## config.mk

```make
export PLATFORM = sky130hd
export DESIGN_NAME = bp_update_queue
export DESIGN_NICKNAME = d
export VERILOG_FILES = /design/src/rtl/bp_update_queue.sv
export SDC_FILE = /design/constraint.sdc
export NUM_CORES = 1
export LEC_CHECK = 0
export CORE_ASPECT_RATIO = 0.8
export CORE_MARGIN = 1.5
export CORE_UTILIZATION = 50
export DETAILED_ROUTE_END_ITERATION = 7
export PLACE_DENSITY = 0.72
export SYNTH_ARGS = -nofsm -noshare
export SYNTH_HDL_FRONTEND = slang
export SYNTH_SLANG_ARGS = --single-unit
```

## constraint.sdc

```tcl
create_clock -name clk -period 9.4 [get_ports clk]
set_input_delay 1.88 -clock clk [delete_from_list [all_inputs] [get_ports clk]]
set_output_delay 1.88 -clock clk [all_outputs]
set_load 0.1 [all_outputs]
```

## src/rtl/bp_update_queue.sv

```systemverilog
// Commit-order FIFO between the ROB commit stage and the gshare update port.
// Optional performance counters are enabled by defining BPQ_PERF_CNT_EN.
module bp_update_queue #(
   parameter int unsigned DEPTH     = 8,
   parameter int unsigned CMT_WIDTH = 2
) (
   input  logic                    clk,
   input  logic                    rst,
   input  logic [CMT_WIDTH-1:0]    in_valid,
   input  logic [CMT_WIDTH*32-1:0] in_pc,
   input  logic [CMT_WIDTH-1:0]    in_taken,
   output logic                    in_ready,
   output logic                    out_update_en,
   output logic [31:0]             out_pc,
   output logic                    out_branch_taken,
   input  logic                    out_ready
`ifdef BPQ_PERF_CNT_EN
   ,
   output logic [31:0]             perf_updates,
   output logic [31:0]             perf_stall_cycles
`endif
);

   localparam int unsigned PTR_W = $clog2(DEPTH);
   localparam int unsigned CNT_W = $clog2(DEPTH + 1);
   localparam logic [CNT_W-1:0] READY_MAX = CNT_W'(DEPTH - CMT_WIDTH);

   logic [31:0]      mem_pc [DEPTH];
   logic [DEPTH-1:0] mem_taken;
   logic [PTR_W-1:0] head_q;
   logic [PTR_W-1:0] tail_q;
   logic [CNT_W-1:0] count_q;

   logic             enq;
   logic             deq;
   logic [CNT_W-1:0] enq_cnt;
   logic [PTR_W-1:0] wr_idx [CMT_WIDTH];

   // Each valid lane lands at tail plus the number of valid lanes older than it.
   always_comb begin
      enq_cnt = '0;
      for (int i = 0; i < CMT_WIDTH; i++) begin
         wr_idx[i] = tail_q + PTR_W'(enq_cnt);
         if (in_valid[i]) begin
            enq_cnt = enq_cnt + CNT_W'(1);
         end
      end
   end

   // Ready looks only at the registered count so it never depends on out_ready.
   assign in_ready         = (count_q <= READY_MAX);
   assign enq              = in_ready && (|in_valid);
   assign out_update_en    = (count_q != '0);
   assign deq              = out_update_en && out_ready;
   assign out_pc           = mem_pc[head_q];
   assign out_branch_taken = mem_taken[head_q];

   always_ff @(posedge clk) begin
      if (rst) begin
         for (int i = 0; i < DEPTH; i++) begin
            mem_pc[i] <= '0;
         end
         mem_taken <= '0;
         head_q    <= '0;
         tail_q    <= '0;
         count_q   <= '0;
      end else begin
         if (enq) begin
            for (int i = 0; i < CMT_WIDTH; i++) begin
               if (in_valid[i]) begin
                  mem_pc[wr_idx[i]]    <= in_pc[i*32 +: 32];
                  mem_taken[wr_idx[i]] <= in_taken[i];
               end
            end
            tail_q <= tail_q + PTR_W'(enq_cnt);
         end
         if (deq) begin
            head_q <= head_q + PTR_W'(1);
         end
         count_q <= count_q + (enq ? enq_cnt : CNT_W'(0)) - (deq ? CNT_W'(1) : CNT_W'(0));
      end
   end

`ifdef BPQ_PERF_CNT_EN
   always_ff @(posedge clk) begin
      if (rst) begin
         perf_updates      <= '0;
         perf_stall_cycles <= '0;
      end else begin
         if (deq && (perf_updates != '1)) begin
            perf_updates <= perf_updates + 32'd1;
         end
         if ((|in_valid) && !in_ready && (perf_stall_cycles != '1)) begin
            perf_stall_cycles <= perf_stall_cycles + 32'd1;
         end
      end
   end
`endif

endmodule

```

-- After elaboration in Yosys (flattened, before gate mapping)
Memories as Yosys holds them, arrays and structs flattened. A register that Yosys moved wholly into a read port is not among the register bits.
Index checks and enable logic that the tools add are counted.
- bits in registers: 18
- bits in latches: 0
- memory bits (writable): 256
- ROM bits: 0
- input bits: 71
- output and inout port bits: 35
- word-level logic and storage cells: 59
- memories: 1
- add/sub/neg operators: 6
- $mul: 0
- divide/modulo/power cells: 0
- magnitude comparators: 6
- eq/ne operators: 0
- shift operators: 0
- multiplexer cells: 34
- bitwise gates (word level): 0
- reduce and logical (&&, ||, !) cells: 8
- memories (name ; depth ; width ; read ports ; clocked after memory_dff ; write ports ; line ; RTL):
    mem_pc ; 8 ; 32 ; 1 ; 1 ; 8 ; 28 ; logic [31:0] mem_pc [DEPTH];
- operators with widths (operator ; number):
    32-bit two-way mux ; 2
    32-bit OR reduction ; 2
    8-bit two-way mux ; 4
    1-bit two-way mux ; 17
    8-bit bitwise mux ; 2
    3-bit by 4-bit < comparator with 1-bit output (second input constant) ; 3
    3-bit two-way mux ; 4
    4-bit two-way mux ; 2
    3-bit adder ; 2
    1-bit demux with 3-bit select ; 2
    3-bit by 1-bit >= comparator with 1-bit output (second input constant) ; 2
    4-bit by 1-bit adder with 4-bit output (second input constant) ; 1
    4-bit adder ; 1
    4-bit by 3-bit less-or-equal comparator with 1-bit output (second input constant) ; 1
    1-bit logical AND ; 4
    4-bit nonzero test ; 1
    4-bit by 1-bit subtractor with 4-bit output ; 1
    3-bit by 1-bit adder with 3-bit output (second input constant) ; 1
    1-bit binary-select mux with 3-bit select ; 1
    2-bit OR reduction ; 1

-- Longest topological paths before layout
- depth after elaboration: 10
- depth in mapped cells: 12
- mapped depth without buffers: 12

-- Worst setup path after synthesis
No wires, ideal clock.
- kind: input port to flip-flop
- from: input in_valid[1]
- to: memory mem_pc[3][0] (enable)
- library setup time: 0.388 ns
- arrival time: 3.997 ns
- data required time: 9.012 ns
- slack: 5.015 ns
- stages: 7
- buffers on the path: 2
- cell sequence: clkbuf_1 > inv_1 > ha_1 > a211o_1 > buf_6 > nor3_4 > a211o_1
- RTL lines (element ; line ; RTL):
    start: declaration ; 9 ; input logic [CMT_WIDTH-1:0] in_valid,
    end: declaration ; 28 ;

==> metrics <==
Worst VDD drop 216 uV; final WL a little under 40000 um; Port Buffers 105; grt total ovfl 0; CTS Buffer Depth 3; first-pass GRT wire length 59800 um; worst-path cell chain buf_4 -> mux4_2 -> mux2_2 -> clkdlybuf4s50_1; fin. max-slew vios 0; Fin Hold WS 486 ps; Clock Sinks 277; Ports about 110; CP required 7520 ps; layout cell share with drive strength beyond 1 0.202; CP Capture Type output pin; Initial Util 0.505; final setup margin approximately 3600 ps; total CTS buffers 28; Final ANT Viol Nets 0; Worst Skew ~16 ps; largest net degree at the start of global routing 91; Net Sw Frac 0.391; Synth Flop Type edfxtp_1; max-cap viol count 0; setup bufs post-CTS 0; vias in the first global route roughly 9800; RSZ-0062 raised after global routing no; # setup viols final 0; TritonRoute pass-1 iters 5; FF-to-FF setup slack 5680 ps; Int Power 2.61 mW; worst path bufs/invs 2; sequential share of the synthesized area 0.550; CTS H-tree lvls 1; Startpoint Class register; share of power burned in combinational logic 0.394; Power, Total 4.29 mW; crit share post-route 0.620; leading area contributor after synthesis edfxtp_1; final setup TNS 0 ps; f_max about 170 MHz; average vias per placed instance between 7 and 8; fraction of registers with async set/reset 0; Post-DP Area roughly 16000 um^2; top post-synthesis cells by count a32o_1 (256), edfxtp_1 (256), buf_1 (67), mux4_2 (66), clkbuf_1 (44); GP Congestion 0.813; Synth Net Count 1054; FF+latch count, synth 277; Hold Path Class register to register; switching power 1.68 mW; initial antenna violation count 0; Tightest Pin Transition between 1000 and 1500 ps; Mean Syn Cell Area roughly 15 um^2; ANT cells 0; Die X 195 um; crit path DAT approximately 4000 ps; worst-skew pair later-pin latency roughly 550 ps; leakage power 5.32 nW; Flop pwr share 0.364; Yosys cell types 47; all-layer global routing usage 0.257; PD cells 260 nW/um^2; Post-synth EDFFs 256; CTS tree built; slowest cell on the critical path clkdlybuf4s50_1; DR vias around 10000; Layout Area Growth over Synthesis 11.8%; DP Worst Slack between 3000 and 4000 ps; Crit Path Category register to output pin; CTS Root Cell clkbuf_16; status completed; slew margin rel. 0.254; worst-path fanout max 50; HPWL after detailed placement 22300 um; Critical Path Max Stage Delay just under 1000 ps; Core ar. just under 30000 um^2; Die H 157 um; WL per Instance 28.7 um; Tmin final 5830 ps; CP delay by family, top buffers and inverters; num rows 56; post-synth top area share 0.522; Die ar. 30500 um^2; Hold Vio Cnt, Final 0; Synth area leaders edfxtp_1 (52%), a32o_1 (17%), mux4_2 (10%); Synth Cell Area 14700 um^2; clock share of power 0.242; Residual DRC 0; Final #Nets 1051; Ys Warns 0; Initial DRC Count 1231; cts-stage hold buffer count 0; Clk pin slew, worst setup/hold paths 60 ps; post-route cell area around 16000 um^2; post-synthesis cell count 968; # resized after CTS 0
## worst reg2reg max path, delay by kind of cell, from the launching register on
family,cells,cell delay (ps)
AOI/OAI and AO/OA,1,670
and+or+nand+nor,2,530
adders and majority gates,2,470
DFF,1,290
buffers and inverters,3,1070
xor gates and xnor gates,1,340
## metrics by stage
stage          utilization  cells
2_1_floorplan            -    968
3_3_place_gp         0.537   1312
3_5_place_dp         0.537   1312
4_1_cts              0.565   1358
5_1_grt              0.565   1358
6_report             0.565   1358
## final cells by class
type / instances / area, um^2
Fill cell: 2313 / 12700
Sequential cell: 277 / 8110
Multi-Input combinational cell: 506 / 5720
Timing Repair Buffer: 137 / 1290
Clock buffer: 37 / 756
Tap cell: 377 / 472
Clock inverter: 9 / 68.8
Inverter: 15 / 56.3
## power by group through the flow
stage	Combinational, mW	Sequential [mW]	Clock, mW
2_1_floorplan	1.34	1.55	0
3_3_place_gp	1.68	1.58	0
3_5_place_dp	1.69	1.59	0
4_1_cts	1.70	1.56	1.05
5_1_grt	1.77	1.58	1.09
6_report	1.69	1.56	1.04
## layout by cell type, fill, tap and decap left out, types with 2 or more instances in the layout
master and count:
a32o_1 256, edfxtp_1 256, clkdlybuf4s50_1 105, mux4_2 66
mux2_2 33, buf_4 32, clkbuf_16 29, dfxtp_1 18
nand2_1 16, nand3_1 16, nor2_1 14, inv_1 14
ha_1 13, o21ai_0 12, nor3_4 8, a211o_1 8
clkbuf_1 8, a211oi_4 6, o311a_1 6, o211ai_1 6
nor2b_1 5, clkinv_1 5, a21oi_1 5, nor2_4 4
xor2_1 4, nand2b_1 3, clkinv_2 3, nand3b_1 2
a311oi_4 2, o41ai_1 2, o221a_2 2, fa_1 2
dfxtp_2 2
## routing by layer
metal	up-vias	track usage	wire [um]
met5	-	0	0
li1	4161	-	-
met2	615	0.410	18000
met1	5044	0.373	16200
met3	52	0.0442	4100
met4	0	0.0524	579
## path summary, 6_finish.rpt
kind,start,to,cells past startpoint
max reg2reg,tail_q[0]$_SDFFE_PP0P_,mem_pc[2][6]$_DFFE_PP_,9
max,register,out_pc[17],4
min,mem_taken[0]$_SDFFE_PP0P_,mem_taken[0]$_SDFFE_PP0P_,2
min reg2reg,mem_taken[0]$_SDFFE_PP0P_,mem_taken[0]$_SDFFE_PP0P_,2
## sequential cells by signal, indices dropped and copies added, names as in the netlist, named ones only
name,cells
head_q,3
mem_pc,256
tail_q,3
count_q,4
mem_taken,8
## cells by family (layout without fill, tap and decap cells)
kind of cell	after synthesis	count (layout)	share of synthesized area
buffers and inverters	185	198	0.0659
muxes	99	99	0.126
DFF	277	277	0.550
xor gates and xnor gates	7	7	0.00594
AOI/OAI and AO/OA	309	309	0.207
adders and majority gates	15	15	0.0138
and+or+nand+nor	76	76	0.0313
Power figures use the tool's default switching activity.
